`config.mk`:
```
export PLATFORM = sky130hd
export DESIGN_NAME = serial_lane_deserializer
export DESIGN_NICKNAME = d
export VERILOG_FILES = /design/src/rtl/lane_deser_pkg.sv /design/src/rtl/lane_deser_shift.sv /design/src/rtl/serial_lane_deserializer.sv
export SDC_FILE = /design/constraint.sdc
export NUM_CORES = 1
export LEC_CHECK = 0
export BUFFER_PORTS_ARGS = -buffer_cell sky130_fd_sc_hd__clkbuf_2
export CORE_MARGIN = 2
export CORE_UTILIZATION = 40
export DETAILED_ROUTE_END_ITERATION = 10
export HOLD_SLACK_MARGIN = 0.15
export PLACE_DENSITY_LB_ADDON = 0.15
export SETUP_SLACK_MARGIN = 0.5
export SYNTH_ARGS = -nofsm -noshare
export SYNTH_HDL_FRONTEND = slang
export SYNTH_SLANG_ARGS = --single-unit
```
`constraint.sdc`:
```
create_clock -name clk -period 2.2 [get_ports clk]
set_clock_uncertainty 0.2 [all_clocks]
set_input_delay 0.22 -clock clk [delete_from_list [all_inputs] [get_ports clk]]
set_output_delay 0.22 -clock clk [all_outputs]
set_load 0.01 [all_outputs]
```
`src/rtl/lane_deser_pkg.sv`:
```
// lane_deser_pkg
// Shared definitions for the three-lane serial deserializer:
//   LANES                  number of serial lanes packed per output word
//   WIDTH_MIN / WIDTH_MAX  legal range of the per-lane word width
//   buf_state_t            occupancy state of the two-entry output buffer
package lane_deser_pkg;

    localparam int LANES     = 3;
    localparam int WIDTH_MIN = 2;
    localparam int WIDTH_MAX = 32;

    typedef enum logic [1:0] {
        EMPTY = 2'd0,
        ONE   = 2'd1,
        TWO   = 2'd2
    } buf_state_t;

endpackage

```
`src/rtl/lane_deser_shift.sv`:
```
// lane_deser_shift
// One serial lane: WIDTH-bit MSB-first shift register, plus a running
// even-parity bit when LANE_DESER_PARITY_EN is defined.
// Ports:
//   clk, rst      clock, synchronous active-high reset
//   en            sample strobe (in_valid)
//   din           serial bit for this lane
//   word_done     (parity build) this sample completes the word
//   par_next      (parity build) parity of the word including din
//   word_next     shift register contents including din
module lane_deser_shift
    import lane_deser_pkg::*;
#(
    parameter int WIDTH = 8
) (
    input  logic             clk,
    input  logic             rst,
    input  logic             en,
    input  logic             din,
`ifdef LANE_DESER_PARITY_EN
    input  logic             word_done,
    output logic             par_next,
`endif
    output logic [WIDTH-1:0] word_next
);

    logic [WIDTH-1:0] sr;

    // Combinational view including the current bit, so the top can push the
    // completed word in the same cycle the last bit arrives.
    assign word_next = {sr[WIDTH-2:0], din};

    always_ff @(posedge clk) begin
        if (rst) begin
            sr <= '0;
        end else if (en) begin
            sr <= word_next;
        end
    end

`ifdef LANE_DESER_PARITY_EN
    logic par;

    assign par_next = par ^ din;

    // Parity restarts at each word boundary; the completed value is taken
    // from par_next by the top.
    always_ff @(posedge clk) begin
        if (rst) begin
            par <= 1'b0;
        end else if (en) begin
            par <= word_done ? 1'b0 : par_next;
        end
    end
`endif

endmodule

```
`src/rtl/serial_lane_deserializer.sv`:
```
// serial_lane_deserializer
// Samples three serial lanes on in_valid, packs WIDTH bits per lane into one
// {lane2, lane1, lane0} word and offers it through a two-entry buffer on a
// valid/ready interface. A word completed while both entries are full and
// nothing is popped is dropped and sets sticky overflow.
// Optional feature macro: LANE_DESER_PARITY_EN adds out_parity (per-lane even
// parity) stored alongside each buffered word.
// Ports:
//   clk, rst            clock, synchronous active-high reset
//   in_valid            sample enable
//   in1, in2, in3       lane 0/1/2 serial bits
//   out_data            head word, each lane MSB-first
//   out_valid           head word present
//   out_ready           consumer accepts head word
//   bit_cnt             bits collected toward the current word
//   overflow            sticky: a completed word was dropped
//   out_parity          (parity build) per-lane parity of head word
//
// Buffer FSM
//   state | meaning
//   EMPTY | no word held, out_valid low
//   ONE   | head holds a word
//   TWO   | head and spare both hold words; another push without pop drops
module serial_lane_deserializer
    import lane_deser_pkg::*;
#(
    parameter int WIDTH = 8
) (
    input  logic                     clk,
    input  logic                     rst,
    input  logic                     in_valid,
    input  logic                     in1,
    input  logic                     in2,
    input  logic                     in3,
    output logic [LANES*WIDTH-1:0]   out_data,
    output logic                     out_valid,
    input  logic                     out_ready,
    output logic [$clog2(WIDTH)-1:0] bit_cnt,
    output logic                     overflow
`ifdef LANE_DESER_PARITY_EN
    ,
    output logic [LANES-1:0]         out_parity
`endif
);

    localparam int CW = $clog2(WIDTH);
    localparam int DW = LANES * WIDTH;
    localparam logic [CW-1:0] CNT_LAST = CW'(WIDTH - 1);

`ifdef LANE_DESER_PARITY_EN
    localparam int EW = DW + LANES;
`else
    localparam int EW = DW;
`endif

    logic [LANES-1:0] lane_bit;
    logic [WIDTH-1:0] lane_word [LANES];
    logic [DW-1:0]    word_in;
    logic [EW-1:0]    entry_in;
    logic [EW-1:0]    head_q;
    logic [EW-1:0]    spare_q;
    logic             push;
    logic             pop;
    buf_state_t       state;

    assign lane_bit = {in3, in2, in1};
    assign push     = in_valid && (bit_cnt == CNT_LAST);
    assign pop      = out_valid && out_ready;

`ifdef LANE_DESER_PARITY_EN
    logic [LANES-1:0] par_in;
`endif

    for (genvar g = 0; g < LANES; g++) begin : g_lane
        lane_deser_shift #(
            .WIDTH     (WIDTH)
        ) u_shift (
            .clk       (clk),
            .rst       (rst),
            .en        (in_valid),
            .din       (lane_bit[g]),
`ifdef LANE_DESER_PARITY_EN
            .word_done (push),
            .par_next  (par_in[g]),
`endif
            .word_next (lane_word[g])
        );

        assign word_in[g*WIDTH +: WIDTH] = lane_word[g];
    end

`ifdef LANE_DESER_PARITY_EN
    assign entry_in   = {par_in, word_in};
    assign out_parity = head_q[EW-1:DW];
`else
    assign entry_in   = word_in;
`endif

    assign out_data = head_q[DW-1:0];

    always_ff @(posedge clk) begin
        if (rst) begin
            bit_cnt <= '0;
        end else if (in_valid) begin
            // Explicit wrap keeps non-power-of-two widths correct.
            bit_cnt <= push ? '0 : bit_cnt + CW'(1);
        end
    end

    always_ff @(posedge clk) begin
        if (rst) begin
            state     <= EMPTY;
            head_q    <= '0;
            spare_q   <= '0;
            out_valid <= 1'b0;
            overflow  <= 1'b0;
        end else begin
            case (state)
                EMPTY: begin
                    if (push) begin
                        head_q    <= entry_in;
                        state     <= ONE;
                        out_valid <= 1'b1;
                    end
                end
                ONE: begin
                    if (push && pop) begin
                        head_q <= entry_in;
                    end else if (push) begin
                        spare_q <= entry_in;
                        state   <= TWO;
                    end else if (pop) begin
                        state     <= EMPTY;
                        out_valid <= 1'b0;
                    end
                end
                TWO: begin
                    if (pop) begin
                        head_q <= spare_q;
                        if (push) begin
                            spare_q <= entry_in;
                        end else begin
                            state <= ONE;
                        end
                    end else if (push) begin
                        overflow <= 1'b1;
                    end
                end
                default: begin
                    state     <= EMPTY;
                    out_valid <= 1'b0;
                end
            endcase
        end
    end

endmodule

```
Word level (Yosys, flattened, before mapping)
Index checks and enable logic that the tools add are counted.

Output and inout bits: 29. Word-level logic and storage cells: 55. Register bits: 76. Input port bits: 7.

Bitwise operators: 2. Reductions and logical operators: 11. Multiplexer cells: 21. Add/sub/neg operators: 1. Equality and inequality tests: 11.

Operator list (number): 2-to-1 mux 24 bit (6); case mux 24 bit (3 select lines) (1); case mux 24 bit (2 select lines) (1); != test 2 bit (second input constant) (7); 2-to-1 mux 2 bit (6); AND reduction 5 bit (2); case mux 2 bit (3 select lines) (1); AND reduction 3 bit (2); 2-to-1 mux 1 bit (4); AND reduction 4 bit (1); adder 3 x 1 -> 3 bit (second input constant) (1); equality test 3 bit (second input constant) (1); logical AND 1 bit (3); 2-to-1 mux 3 bit (1); != test 3 bit (second input constant) (1); case mux 1 bit (3 select lines) (1); nonzero test 3 bit (1); equality test 2 x 1 -> 1 bit (second input constant) (1); equality test 2 bit (second input constant) (1); zero test 2 bit (1); NOT 1 bit (2); nonzero test 2 bit (1).

Logic depth before layout (Yosys ltp)
Depth after elaboration: 5. Depth in mapped cells: 7. Gate-level depth less buffers: 6.

Modules after synthesis
Synthesis repeated with hierarchy kept, for this count alone.

Cells, all modules: 354. Area, all modules: 3369.5 sq um.

By module, submodules not included: serial_lane_deserializer (times used 1, cells an instance 285, area each 2603.7 sq um); lane_deser_shift (times used 3, cells an instance 23, area each 255.2 sq um).

Worst setup path before layout
No wires, ideal clock.

Kind: reg2reg. Start: reg bit_cnt[0]. End: reg head_q[10] (netlist: out_data[10]). Data arrival time: 1.603 ns. Slack: 0.263 ns. Cell stages (with the launch flop): 8. Data required time: 1.866 ns. Cells stage by stage: dfxtp_1 > ha_1 > ha_1 > nand2_2 > o32ai_2 > buf_2 > buf_2 > a211oi_1.

Cells in the longest elaborated chain, start to end: 5.

RTL lines: from (decl) (line serial_lane_deserializer.sv:38) `output logic [$clog2(WIDTH)-1:0] bit_cnt,`; from (signal assigned) (line serial_lane_deserializer.sv:106) `bit_cnt <= push ? '0 : bit_cnt + CW'(1);`; equality test 3 bit (*) (line serial_lane_deserializer.sv:67) `assign push = in_valid && (bit_cnt == CNT_LAST);`; logical AND 1 bit (*) (line serial_lane_deserializer.sv:67); logical AND 1 bit (line serial_lane_deserializer.sv:127) `if (push && pop) begin`; != test 2 bit (no source line); AND reduction 4 bit (no source line) (*); to (signal assigned) (line serial_lane_deserializer.sv:121) `head_q <= entry_in;`; to (signal assigned) (line serial_lane_deserializer.sv:128) `head_q <= entry_in;`; to (signal assigned) (line serial_lane_deserializer.sv:139) `head_q <= spare_q;`; to (decl) (line serial_lane_deserializer.sv:60) `logic [EW-1:0] head_q;`.

Every way passes the cells marked *; elsewhere a longest branch is shown, timed or not. A chain may end at the register's enable or synchronous reset.

Worst setup path after layout
Start: reg bit_cnt[0]. End: reg head_q[0] (netlist: out_data[0]).

Same word-level chain as after synthesis.

==> results.yml <==
synth:
  synth_cells: 324
  synth_edf_count: 0
  synth_area_leaders: "dfxtp_1, mux2i_1, nand2b_1, nor2_1, a211oi_1"
  yosysSeqAreaShare_pct: 47.0
  syn_area_um2: 3240
  synth_cell_types: 24
  synth.avg_cell_area_um2: 9.99
  synthFlopType: "dfxtp_1"
  syn-num-nets: 333
  synth_seq_cells: 76
  ys_warn_count: 0
  yosysTopAreaCellShare_pct: 47.0
  synthArstFlopShare_pct: 0
  synth_top_cell_by_area: "dfxtp_1"
floorplanning:
  initial_core_util_pct: 41.7
  core-area_um2: 7770
  io_pins: 36
  die_x_um: 93.9
  die_y_um: 93.9
  rows: 32
  die_area_um2: 8820
cts:
  cts.clk_slew.worst_paths_ns: 0.08
  htreeDepth: 3
  clock-sinks: 76
  root_buffer: "clkbuf_8"
  cts_buffers: 9
  worstSkewPairLatency_ns: 0.34
  cts_tree: "done"
  clockBufferDepth: 2
cells_and_area:
  multi_input_area_um2: 1740
  fin_util_pct: 53.6
  drive_gt1_share_pct: 28.8
  final_nets: 383
  seqCellArea_um2: 1530
  nFillCells: 736
  syn_to_final_growth_pct: 28.7
  diodes: 0
power_and_ir_drop:
  leakage_nw: 1.59
  power_frac_seq_pct: 55.2
  switchingPower_uw: 565
  finalPower_mw: 2.53
  power_density_nw_per_um2: 606
  comb_power_share_pct: 4.7
  vdd_drop_max_mv: 0.257
  clkPwrFrac_pct: 40.0
  p_int_mw: 1.96
  swShare_pct: 22.4
critical_path:
  r2r-start: "bit_cnt[0]$_SDFFE_PP0P_"
  r2r_setup_slack_ns: 0.36
  cp-end-kind: "flop"
  path_class: "reg -> reg"
  cp_common_cell: "ha_4"
  critPathArrivalTime_ns: 1.89
  start_kind: "flop"
  critPathSlowestCell: "dfxtp_4"
  cp_top_family: "compound AO/OA/AOI/OAI gates"
  required_ns: 2.25
  rr_worst_depth: 9
  path_cells: "ha_4, ha_4, nand2_8, o32ai_4, buf_4, buf_6, buf_16, nor2_1, a211oi_2"
  crit_path_max_incr_delay_ns: 0.36
  worstPathMaxFanout: 8
  path_buf_inv: 3
  rr_endpoint: "out_data[0]$_SDFFE_PP0P_"
run:
  drv_cap: 0
route:
  viasPerCell: 4.99
  wl_per_cell_um: 14.4
  wl_met3_um: 261
  finalWirelength_um: 6940
  drt_iter0_markers: 75
  dr_wl_met2_um: 3150
  route.detailed.drc: 0
  topRoutingLayerUsed: "met4"
  vias: 2400
  drt_first_pass_iters: 4
  drt-met1-wl_um: 3410
  antenna_left: 0
global_route:
  grt_pass1_vias: 2282
  track_usage_pct: 16.8
  grt_pass1_wl_um: 11500
  grt_max_degree: 47
  grt-ovfl-total: 0
  antenna_found_initial: 0
timing:
  min_period_ns: 1.84
  setup_violations: 0
  fin_tns_setup_ns: 0
  slew_headroom_pct: 62.2
  hold_slack_ns: 0.160
  setup_ws_ns: 0.357
  fmax_mhz: 543
  worst_pin_slew_ns: 0.567
  fin_crit_sh_pct: 83.8
  grt_setup_unrepaired: "yes"
  hold_viol_final: 0
  slew_viol_final: 0
placed_design:
  io_buffer_count: 35
  pre_cts_ws_ns: 0.343
  finalWeightedCongestion: 0.714
  dp.final_hpwl_um: 3750
min_path:
  hp-class: "in -> reg"
  hold_start: "out_ready"
  holdPathEnd: "overflow$_SDFFE_PP0P_"
  worstHoldPathCells: 4
run_status:
  outcome: "complete, no violations"
[layout by cell type (no fill, tap or decap), drive strengths merged, types with 2 or more instances in the layout]
cell and n:
buf 23, nand2b 49, clkinv 3, nor2b 4, clkbuf 48, mux2i 70, nand2 3, nand3b 2
a211oi 24, dfxtp 76, dlygate4sd3 4, o32ai 2, ha 2, nor2 54, a21oi 8
[per-layer routing]
layer / up-vias / GRT usage [%]
li1: 1214 / -
met1: 1139 / 22.3
met2: 37 / 26.0
met3: 10 / 4.09
met4: 0 / 7.00
met5: - / 0
[sequential cells by signal, indices dropped and copies added (netlist names)]
| name | count |
|---|---|
| out_valid | 1 |
| g_lane.u_shift.sr | 21 |
| state | 2 |
| overflow | 1 |
| spare_q | 24 |
| out_data | 24 |
| bit_cnt | 3 |
[synthesized netlist by cell type (2+ instances only)]
cell type  instances
nor2_1            54
nor2b_1            4
ha_1               2
nand3b_1           2
nand2b_1          49
dfxtp_1           76
a21oi_1            7
buf_6              2
mux2i_1           70
a211oi_1          24
clkbuf_1          11
nand2_1            2
buf_2             10
[layout make-up]
class	count	area share [%]
clock inverters	5	1.26
multi-input cells	223	41.7
repair buffers	64	14.1
well taps	102	3.06
flip-flops and latches	76	36.7
clock buffers	11	3.15
[repair_timing]
action,in CTS,in global routing
buffers inserted,11,0
gates cloned,4,2
endpoints found under the hold margin,10,0
resized for setup,18,23
pin swaps,21,7
endpoints found under the setup margin,48,49
hold buffers,4,0
[power by group through the flow]
stage	registers (mW)	logic, mW	clock network [mW]
floorplan	1.43	0.0773	0
global placement	1.43	0.106	0
detailed placement	1.43	0.106	0
CTS	1.39	0.118	1.05
global route	1.40	0.133	1.12
finish	1.39	0.120	1.01
[worst register-to-register path, cell delays in order (launching register included)]
cell and delay (ns):
dfxtp_4 0.36, ha_4 0.13, ha_4 0.15, nand2_8 0.05, o32ai_4 0.25, buf_4 0.16
buf_6 0.10, buf_16 0.13, nor2_1 0.06, a211oi_2 0.15
[how the worst max path moves through the flow]
stage,start,end,slack [ns],depth (start not counted)
6_report,bit_cnt[0]$_SDFFE_PP0P_,out_data[0]$_SDFFE_PP0P_,0.36,9
5_1_grt,bit_cnt[0]$_SDFFE_PP0P_,out_data[0]$_SDFFE_PP0P_,0.27,9
4_1_cts,bit_cnt[0]$_SDFFE_PP0P_,out_data[13]$_SDFFE_PP0P_,0.39,9
3_5_place_dp,bit_cnt[1]$_SDFFE_PP0P_,out_data[6]$_SDFFE_PP0P_,0.34,7
3_3_place_gp,bit_cnt[0]$_SDFFE_PP0P_,out_data[6]$_SDFFE_PP0P_,0.38,7
2_1_floorplan,bit_cnt[1]$_SDFFE_PP0P_,out_data[10]$_SDFFE_PP0P_,0.46,7
[per-stage QoR]
step           std cells  area [um^2]
3_5_place_dp         444         3560
5_1_grt              481         4170
3_3_place_gp         444         3560
2_1_floorplan        324         3320
6_report             481         4170
4_1_cts              479         4030
[cells by family after synthesis]
family	synth area share, %
simple gates	17.9
flops	47.0
mux	21.7
compound gates	8.66
buf+inv	3.98
fa+ha+maj	0.773
Power figures use the tool's default switching activity.
